===== src/rtl/sync_fifo_param.sv =====
// Parametrised single-clock FIFO with programmable almost-full/almost-empty
// thresholds, a fill-level output, sticky overflow/underflow flags and a
// selectable first-word-fall-through read mode.
module sync_fifo_param #(
  parameter int DATA_WIDTH = 8,
  parameter int ADDR_WIDTH = 4,
  parameter int AF_LEVEL   = 14,
  parameter int AE_LEVEL   = 2,
  parameter int FWFT       = 0
) (
  input  logic                  clk,
  input  logic                  rst_n,
  input  logic [DATA_WIDTH-1:0] wdata,
  input  logic                  winc,
  output logic                  wfull,
  output logic                  walmost_full,
  input  logic                  rinc,
  output logic [DATA_WIDTH-1:0] rdata,
  output logic                  rempty,
  output logic                  ralmost_empty,
  output logic [ADDR_WIDTH:0]   count,
  output logic                  overflow,
  output logic                  underflow,
  input  logic                  clr_err
);

  localparam int DEPTH = 1 << ADDR_WIDTH;
  localparam logic [ADDR_WIDTH:0] DEPTH_C = (ADDR_WIDTH + 1)'(DEPTH);
  localparam logic [ADDR_WIDTH:0] AF_C    = (ADDR_WIDTH + 1)'(AF_LEVEL);
  localparam logic [ADDR_WIDTH:0] AE_C    = (ADDR_WIDTH + 1)'(AE_LEVEL);

  logic [DATA_WIDTH-1:0] mem_q [DEPTH];

  logic [ADDR_WIDTH-1:0] wptr_q, wptr_d;
  logic [ADDR_WIDTH-1:0] rptr_q, rptr_d;
  logic [ADDR_WIDTH:0]   count_q, count_d;
  logic                  overflow_q, overflow_d;
  logic                  underflow_q, underflow_d;

  logic rd_ok;
  logic wr_ok;

  // Status flags decode from the registered count only.
  assign rempty        = (count_q == '0);
  assign wfull         = (count_q == DEPTH_C);
  assign walmost_full  = (count_q >= AF_C);
  assign ralmost_empty = (count_q <= AE_C);
  assign count         = count_q;
  assign overflow      = overflow_q;
  assign underflow     = underflow_q;

  // A write into a full FIFO is allowed only when a read frees a slot in the
  // same cycle; a read from empty is always rejected (no bypass).
  assign rd_ok = rinc & ~rempty;
  assign wr_ok = winc & (~wfull | rd_ok);

  // Next-state computation for pointers, count and sticky error flags.
  always_comb begin
    // NOTE: every signal gets a default before any branch so no latch is inferred.
    wptr_d      = wptr_q;
    rptr_d      = rptr_q;
    count_d     = count_q;
    overflow_d  = overflow_q;
    underflow_d = underflow_q;

    if (wr_ok) wptr_d = wptr_q + 1'b1;
    if (rd_ok) rptr_d = rptr_q + 1'b1;

    if (wr_ok && !rd_ok)      count_d = count_q + 1'b1;
    else if (rd_ok && !wr_ok) count_d = count_q - 1'b1;

    // Clear first so that a same-cycle set overrides it.
    if (clr_err) begin
      overflow_d  = 1'b0;
      underflow_d = 1'b0;
    end
    if (winc && !wr_ok) overflow_d  = 1'b1;
    if (rinc && !rd_ok) underflow_d = 1'b1;
  end

  // Control state register with synchronous active-low reset.
  always_ff @(posedge clk) begin
    // NOTE: sequential state uses non-blocking assignments so all registers
    // update together from pre-edge values.
    if (!rst_n) begin
      wptr_q      <= '0;
      rptr_q      <= '0;
      count_q     <= '0;
      overflow_q  <= 1'b0;
      underflow_q <= 1'b0;
    end else begin
      wptr_q      <= wptr_d;
      rptr_q      <= rptr_d;
      count_q     <= count_d;
      overflow_q  <= overflow_d;
      underflow_q <= underflow_d;
    end
  end

  // Storage array write port; writes are suppressed while reset is held.
  always_ff @(posedge clk) begin
    // NOTE: the array has no reset; clearing it would turn it into flops with
    // reset muxes, and stale contents are never visible through the pointers.
    if (rst_n && wr_ok) mem_q[wptr_q] <= wdata;
  end

  generate
    if (FWFT != 0) begin : g_fwft
      // Head word is presented combinationally; valid whenever not empty.
      assign rdata = mem_q[rptr_q];
    end else begin : g_std
      logic [DATA_WIDTH-1:0] rdata_q;

      // Registered read: capture the head word on an accepted read, else hold.
      always_ff @(posedge clk) begin
        if (!rst_n)     rdata_q <= '0;
        else if (rd_ok) rdata_q <= mem_q[rptr_q];
      end

      assign rdata = rdata_q;
    end
  endgenerate

endmodule

===== config.mk =====
export PLATFORM = sky130hd
export DESIGN_NAME = sync_fifo_param
export DESIGN_NICKNAME = d
export VERILOG_FILES = /design/src/rtl/sync_fifo_param.sv
export SDC_FILE = /design/constraint.sdc
export NUM_CORES = 1
export LEC_CHECK = 0
export BUFFER_PORTS_ARGS = -buffer_cell sky130_fd_sc_hd__buf_2
export CAP_MARGIN = 40
export CELL_PAD_IN_SITES_DETAIL_PLACEMENT = 1
export CELL_PAD_IN_SITES_GLOBAL_PLACEMENT = 1
export CORE_ASPECT_RATIO = 1.5
export CORE_UTILIZATION = 45
export CTS_BUF_LIST = sky130_fd_sc_hd__clkbuf_2
export CTS_CLUSTER_DIAMETER = 100
export DETAILED_ROUTE_END_ITERATION = 10
export GPL_TIMING_DRIVEN = 1
export PLACE_DENSITY = 0.7
export SLEW_MARGIN = 0
export SYNTH_ARGS = -nofsm -noshare
export SYNTH_HDL_FRONTEND = slang
export SYNTH_SLANG_ARGS = --single-unit

===== constraint.sdc =====
create_clock -name clk -period 3.7 [get_ports clk]
set_clock_uncertainty 0.15 [all_clocks]
set_input_delay 0.925 -clock clk [delete_from_list [all_inputs] [get_ports clk]]
set_output_delay 0.925 -clock clk [all_outputs]
set_load 0.02 [all_outputs]

# Word level (Yosys, flattened, before mapping)
# Memories as Yosys holds them, arrays and structs flattened. A register that Yosys moved wholly into a read port is not among the register bits.
# Index checks and enable logic that the tools add are counted.
[op_classes]
addsub = 4
multipliers = 0
div_mod_pow = 0
n_lt_le_gt_ge = 2
eq_ne = 1
shift = 0
muxes = 7
bitwise = 5
reduce_logical = 12
[op_table]
columns = ["cell", "n"]
rows = [
  ["$mux 5", 2],
  ["$add 4x1->4 const B", 2],
  ["$reduce_bool 2->1", 3],
  ["$add 5x1->5 const B", 1],
  ["$eq 5x5->1 const B", 1],
  ["$ge 5x4->1 const B", 1],
  ["$le 5x2->1 const B", 1],
  ["$logic_and 1x1->1", 5],
  ["$logic_not 5->1", 1],
  ["$mux 1", 5],
  ["$sub 5x1->5 const B", 1],
  ["$logic_not 1->1", 3],
  ["$and 1x1->1", 2],
  ["$not 1->1", 2],
  ["$or 1x1->1", 1],
]
[word_totals]
regBits = 15
latchBits = 0
mem_bits_rw = 128
mem_bits_ro = 0
input_bits = 13
output_inout_bits = 19
elab_cells = 37
memories = 1
[memory_table]
columns = ["name", "depth", "width", "rd", "rd_ports_with_merged_regs", "wr", "line", "text"]
rows = [
  ["mem_q", 16, 8, 1, 1, 1, "32", "logic [DATA_WIDTH-1:0] mem_q [DEPTH];"],
]

# Logic depth before layout (Yosys ltp)
[depth]
depth_word = 9
mapped_depth = 12
depth_no_buf = 10

# Worst setup path after synthesis
# Ideal clock, no wire load.
[synth_path]
path_type = "register to register"
from = "register count_q[0] (netlist: count[0])"
to = "register count_q[4] (netlist: count[4])"
setup_time_ns = 0.072
arrival_time_ns = 2.894
t_required_ns = 3.478
setup_slack_ns = 0.585
stages_incl_launch_ff = 13
n_path_buf = 2
synth_period_minus_slack_ns = 3.115
path_cell_list = "dfxtp_1 > or4_1 > buf_6 > o21a_4 > inv_6 > buf_12 > ha_1 > inv_1 > fa_1 > a21o_1 > a21oi_1 > mux2i_1 > mux2i_1"
[synth_via]
elab_chain_len = 8
elab_cells_between_ends = 16
classes_between = "add/sub: 2; eq/ne: 1; mux: 2; bitwise: 5; reduce/logical: 6"
[synth_lines]
columns = ["element", "line", "text"]
rows = [
  ["from (decl)", "36", "logic [ADDR_WIDTH:0] count_q, count_d;"],
  ["from (signal assigned)", "94", "count_q <= count_d;"],
  ["$logic_not 5->1", "44", "assign rempty = (count_q == '0);"],
  ["$not 1->1", "54", "assign rd_ok = rinc & ~rempty;"],
  ["$and 1x1->1", "54", ""],
  ["$or 1x1->1", "55", "assign wr_ok = winc & (~wfull | rd_ok);"],
  ["$and 1x1->1", "55", ""],
  ["$logic_not 1->1", "70", "else if (rd_ok && !wr_ok) count_d = count_q - 1'b1;"],
  ["$logic_and 1x1->1", "70", ""],
  ["$reduce_bool 2->1 (no line)", "-", ""],
]
# Parallel ways exist; a longest one is shown, timed or not. The select of a mux whose other input is x is not followed.
# A chain may end at the register's enable or synchronous reset.

# Worst setup path after layout
[layout_path]
from = "register count_q[0] (netlist: count[0])"
to = "output rempty"
[layout_via]
elab_chain_len = 1
[layout_lines]
columns = ["element", "line", "text"]
rows = [
  ["$logic_not 5->1", "44", ""],
  ["to (decl)", "19", "output logic rempty,"],
]
# Every way passes these cells.

==> summary.txt <==
Critical path
  – Crit path buf inv count: 2
  – Top delay family on crit path: simple AND/OR/NAND/NOR gates
  – FF-to-FF setup slack: around 0.46 ns
  – CP arrival: approximately 2.2 ns
  – Crit-path cells: or4_1 -> buf_4 -> nor2_1 -> buf_2
  – CP required: about 2.6 ns
  – R2r worst-path depth: 10
  – Slowest CP cell: or4_1
  – CP Max Fanout: 7
  – FF-to-FF End: count[4]
  – Crit path capture type: primary output
  – CP max stage delay: roughly 0.6 ns
  – Reg-to-Reg Start: count[0]
  – Critical path startpoint category: flop
  – CP Class: flop to primary output

Placed design
  – RePlAce Congestion: roughly 0.74
  – Placed inst area: about 6500 um^2
  – Post-detail-place hpwl: roughly 9 mm
  – IO buf count: 31

Detailed routing
  – ANT nets after route: 0
  – Via count: 3347
  – # DRC: 0
  – Wire per inst: 22.2 um
  – Via/cell ratio: 5.66
  – Starting DRT DRC Count: roughly 150
  – Aggregate routed wire length: ~13 mm
  – Router iterations before antenna repair: 4

Synth
  – Syn. warnings: 0
  – Largest family of logic cells by synthesized area: multiplexers
  – Post-synthesis compound-gate area fraction: 6.23%
  – Mapped Cells: 373
  – Mux cell area share after synthesis: about an eighth
  – Sequential area share after synthesis: 70.7%
  – XOR/XNOR Fraction of Synth Area: 1.15%
  – Yosys cell types: 40
  – Syn avg cell area: 16.3 um^2
  – Syn_nets: 396
  – Synth Area in Adders: under 10%
  – Post-Syn Area: 6090 um^2
  – Simple-Gate Fraction of Synth Area: between 5 and 6%
  – Seq cells post-synth: 151

Global route
  – Met2 GRT Util: a little over a third
  – Met3 Resource Use GR: ~4.4%
  – Total GRT Usage: roughly 20%
  – Grt met1 use: 24.0%
  – Vias in the first global route: 3633
  – Gr busiest metal: met2
  – Initial antenna violation count: 1
  – First-pass GRT wire length: 20.6 mm
  – Grt total ovfl: 0
  – Largest net degree at the start of global routing: 29

Finish
  – Register area: approximately 4300 um^2
  – Multi-input logic area: around 1700 um^2
  – Final instance area: a little under 7000 um^2
  – Layout area overhead: 10.5%
  – Nets: 441
  – Most frequent cells in the layout: edfxtp_1, mux2i_1, buf_2
  – Commonest non-fill, non-tap cell in the layout: edfxtp_1
  – Filler instances: between 1000 and 1500
  – Layout cell share with drive strength beyond 1: around a quarter

STA
  – Hold Fails Final Rpt: 0
  – Maximum clock frequency: slightly above 300 MHz
  – Final min period: ~3.3 ns
  – Setup TNS: 0 ns
  – Slew margin rel.: a little under half
  – Worst-margin pin slew: about 0.79 ns
  – Final setup fails: 0
  – Period utilisation layout: around 89%
  – Max-slew violations: 0
  – RSZ-0062 raised after global routing: no

Power
  – Int Pwr: between 0.002 and 0.003 W
  – P per Cell Area: between 500 and 600 nW/um^2
  – Peak VDD IR: just under 0.2 mV
  – Clock power frac: 24.5%
  – Reg power frac: 51.3%
  – Sw Ratio: between 30% and 40%
  – Proportion of power drawn by combinational gates: ~24%
  – Sw Pwr: 0.00126 W
  – Leak pwr: ~2.2 nW

Run
  – Max Cap Viol: 0

Clock tree
  – Skew-Pair Late Insertion Delay: about 0.69 ns
  – CTS tree: yes
  – Max clock buf depth: 2
  – Post-CTS Setup Inserts: 0
  – Post_cts resized: 0
  – CTS Buf Count: 17
  – Root Buffer: clkbuf_2
  – Hold buffers post-CTS: 0
  – Reg clk slew, reported paths: 0.24 ns
  – CTS Sinks: ~150
  – H-tree levels: 4

Min path
  – Worst hold path class: primary input to flop
  – Worst Hold End: overflow
  – Worst Hold Path Cells: 4
  – Hold path startpoint: clr_err

Die
  – Die Y: approximately 140 um
  – Die width: between 90 and 100 um
  – Core area: ~13000 um^2
  – Starting Density: between 40% and 50%
  – Cell Rows: about 50
  – IO Pins: 32
  – Die area: 14000 um^2

Outcome
  – Status: finished clean
-- cells in the mapped netlist, drive strengths merged --
cell type	count	area [um^2]
a2111oi	1	8.76
a21boi	1	11.3
a21o	2	15.0
a21oi	12	60.1
a22oi	8	60.1
and2	7	43.8
and3	1	6.26
buf	9	63.8
clkbuf	12	46.3
dfxtp	23	460
edfxtp	128	3840
fa	1	20.0
ha	9	113
inv	5	23.8
mux2i	36	360
mux4	16	360
nand2	9	33.8
nand2b	2	12.5
nand3	5	25.0
nand3b	3	22.5
nor2	21	78.8
nor2b	8	50.1
nor3	9	45.0
o211ai	3	36.3
o21a	4	37.5
o21ai	10	50.1
o22ai	16	100
or3	1	6.26
or3b	2	17.5
or4	1	7.51
xnor2	7	61.3
xor2	1	8.76
-- flip-flops by register name, indices dropped and copies added (netlist names) --
register   cells
count          5
mem_q        128
overflow       1
rdata          8
rptr_q         4
underflow      1
wptr_q         4
-- worst reg2reg max path, cell delays in order, from the launching register on --
cell and delay, ns:
dfxtp_1 0.44, or4_1 0.61, buf_4 0.20, o21a_1 0.27, ha_1 0.22, inv_1 0.17, ha_1 0.30, a21o_1 0.18
a21oi_1 0.20, mux2i_1 0.25, mux2i_1 0.19
-- metal layers --
metal / wire length (um) / part of all wire, %
met1: 5470 / 42
met2: 6760 / 52
met3: 496 / 3.8
met4: 368 / 2.8
met5: 0 / 0
-- layout make-up --
| cell class | count | share of cell area (%) |
|---|---|---|
| clock buffers | 18 | 1.34 |
| flip-flops and latches | 151 | 64.0 |
| well taps | 159 | 2.96 |
| clock inverters | 14 | 2.42 |
| diodes | 1 | 0.0372 |
| multi-input cells | 196 | 24.5 |
| repair buffers | 47 | 4.39 |
| inverters | 5 | 0.353 |
-- worst max path at each step --
stage               cells past startpoint       end      from  slack (ns)
floorplan                              12  count[4]  count[0]        0.58
global placement                       10  count[4]      rinc        0.42
detailed placement                     10  count[4]      rinc        0.32
CTS                                     4    rempty  count[0]        0.30
global route                            4    rempty  count[0]        0.22
finish                                  4    rempty  count[0]        0.39
-- metrics by stage --
stage | util [%] | hold slack (ns) | worst slack [ns] | cells | power (W)
6_report | 51.4 | 0.390 | 0.390 | 591 | 0.00391
3_3_place_gp | 49.3 | 0.380 | 0.423 | 557 | 0.00296
2_1_floorplan | - | 0.385 | 0.585 | 373 | 0.00272
4_1_cts | 51.4 | 0.332 | 0.300 | 590 | 0.00394
5_1_grt | 51.4 | 0.353 | 0.223 | 591 | 0.00410
3_5_place_dp | 49.5 | 0.389 | 0.321 | 558 | 0.00299
-- power by group through the flow --
stage	clock, W	combinational, W	sequential (W)
4_1_cts	0.000978	0.000953	0.00201
3_5_place_dp	0	0.000948	0.00204
5_1_grt	0.00104	0.00104	0.00202
6_report	0.000959	0.000943	0.00201
2_1_floorplan	0	0.000630	0.00209
3_3_place_gp	0	0.000921	0.00204
-- kinds of logic (layout without fill, tap and decap cells) --
family / Yosys count / in the layout
and+or+nand+nor: 69 / 69
adders and majority gates: 10 / 10
xor gates and xnor gates: 8 / 8
other: 0 / 1
muxes: 52 / 52
AOI/OAI and AO/OA: 57 / 57
buffers and inverters: 26 / 84
DFF: 151 / 151
Power figures use the tool's default switching activity.
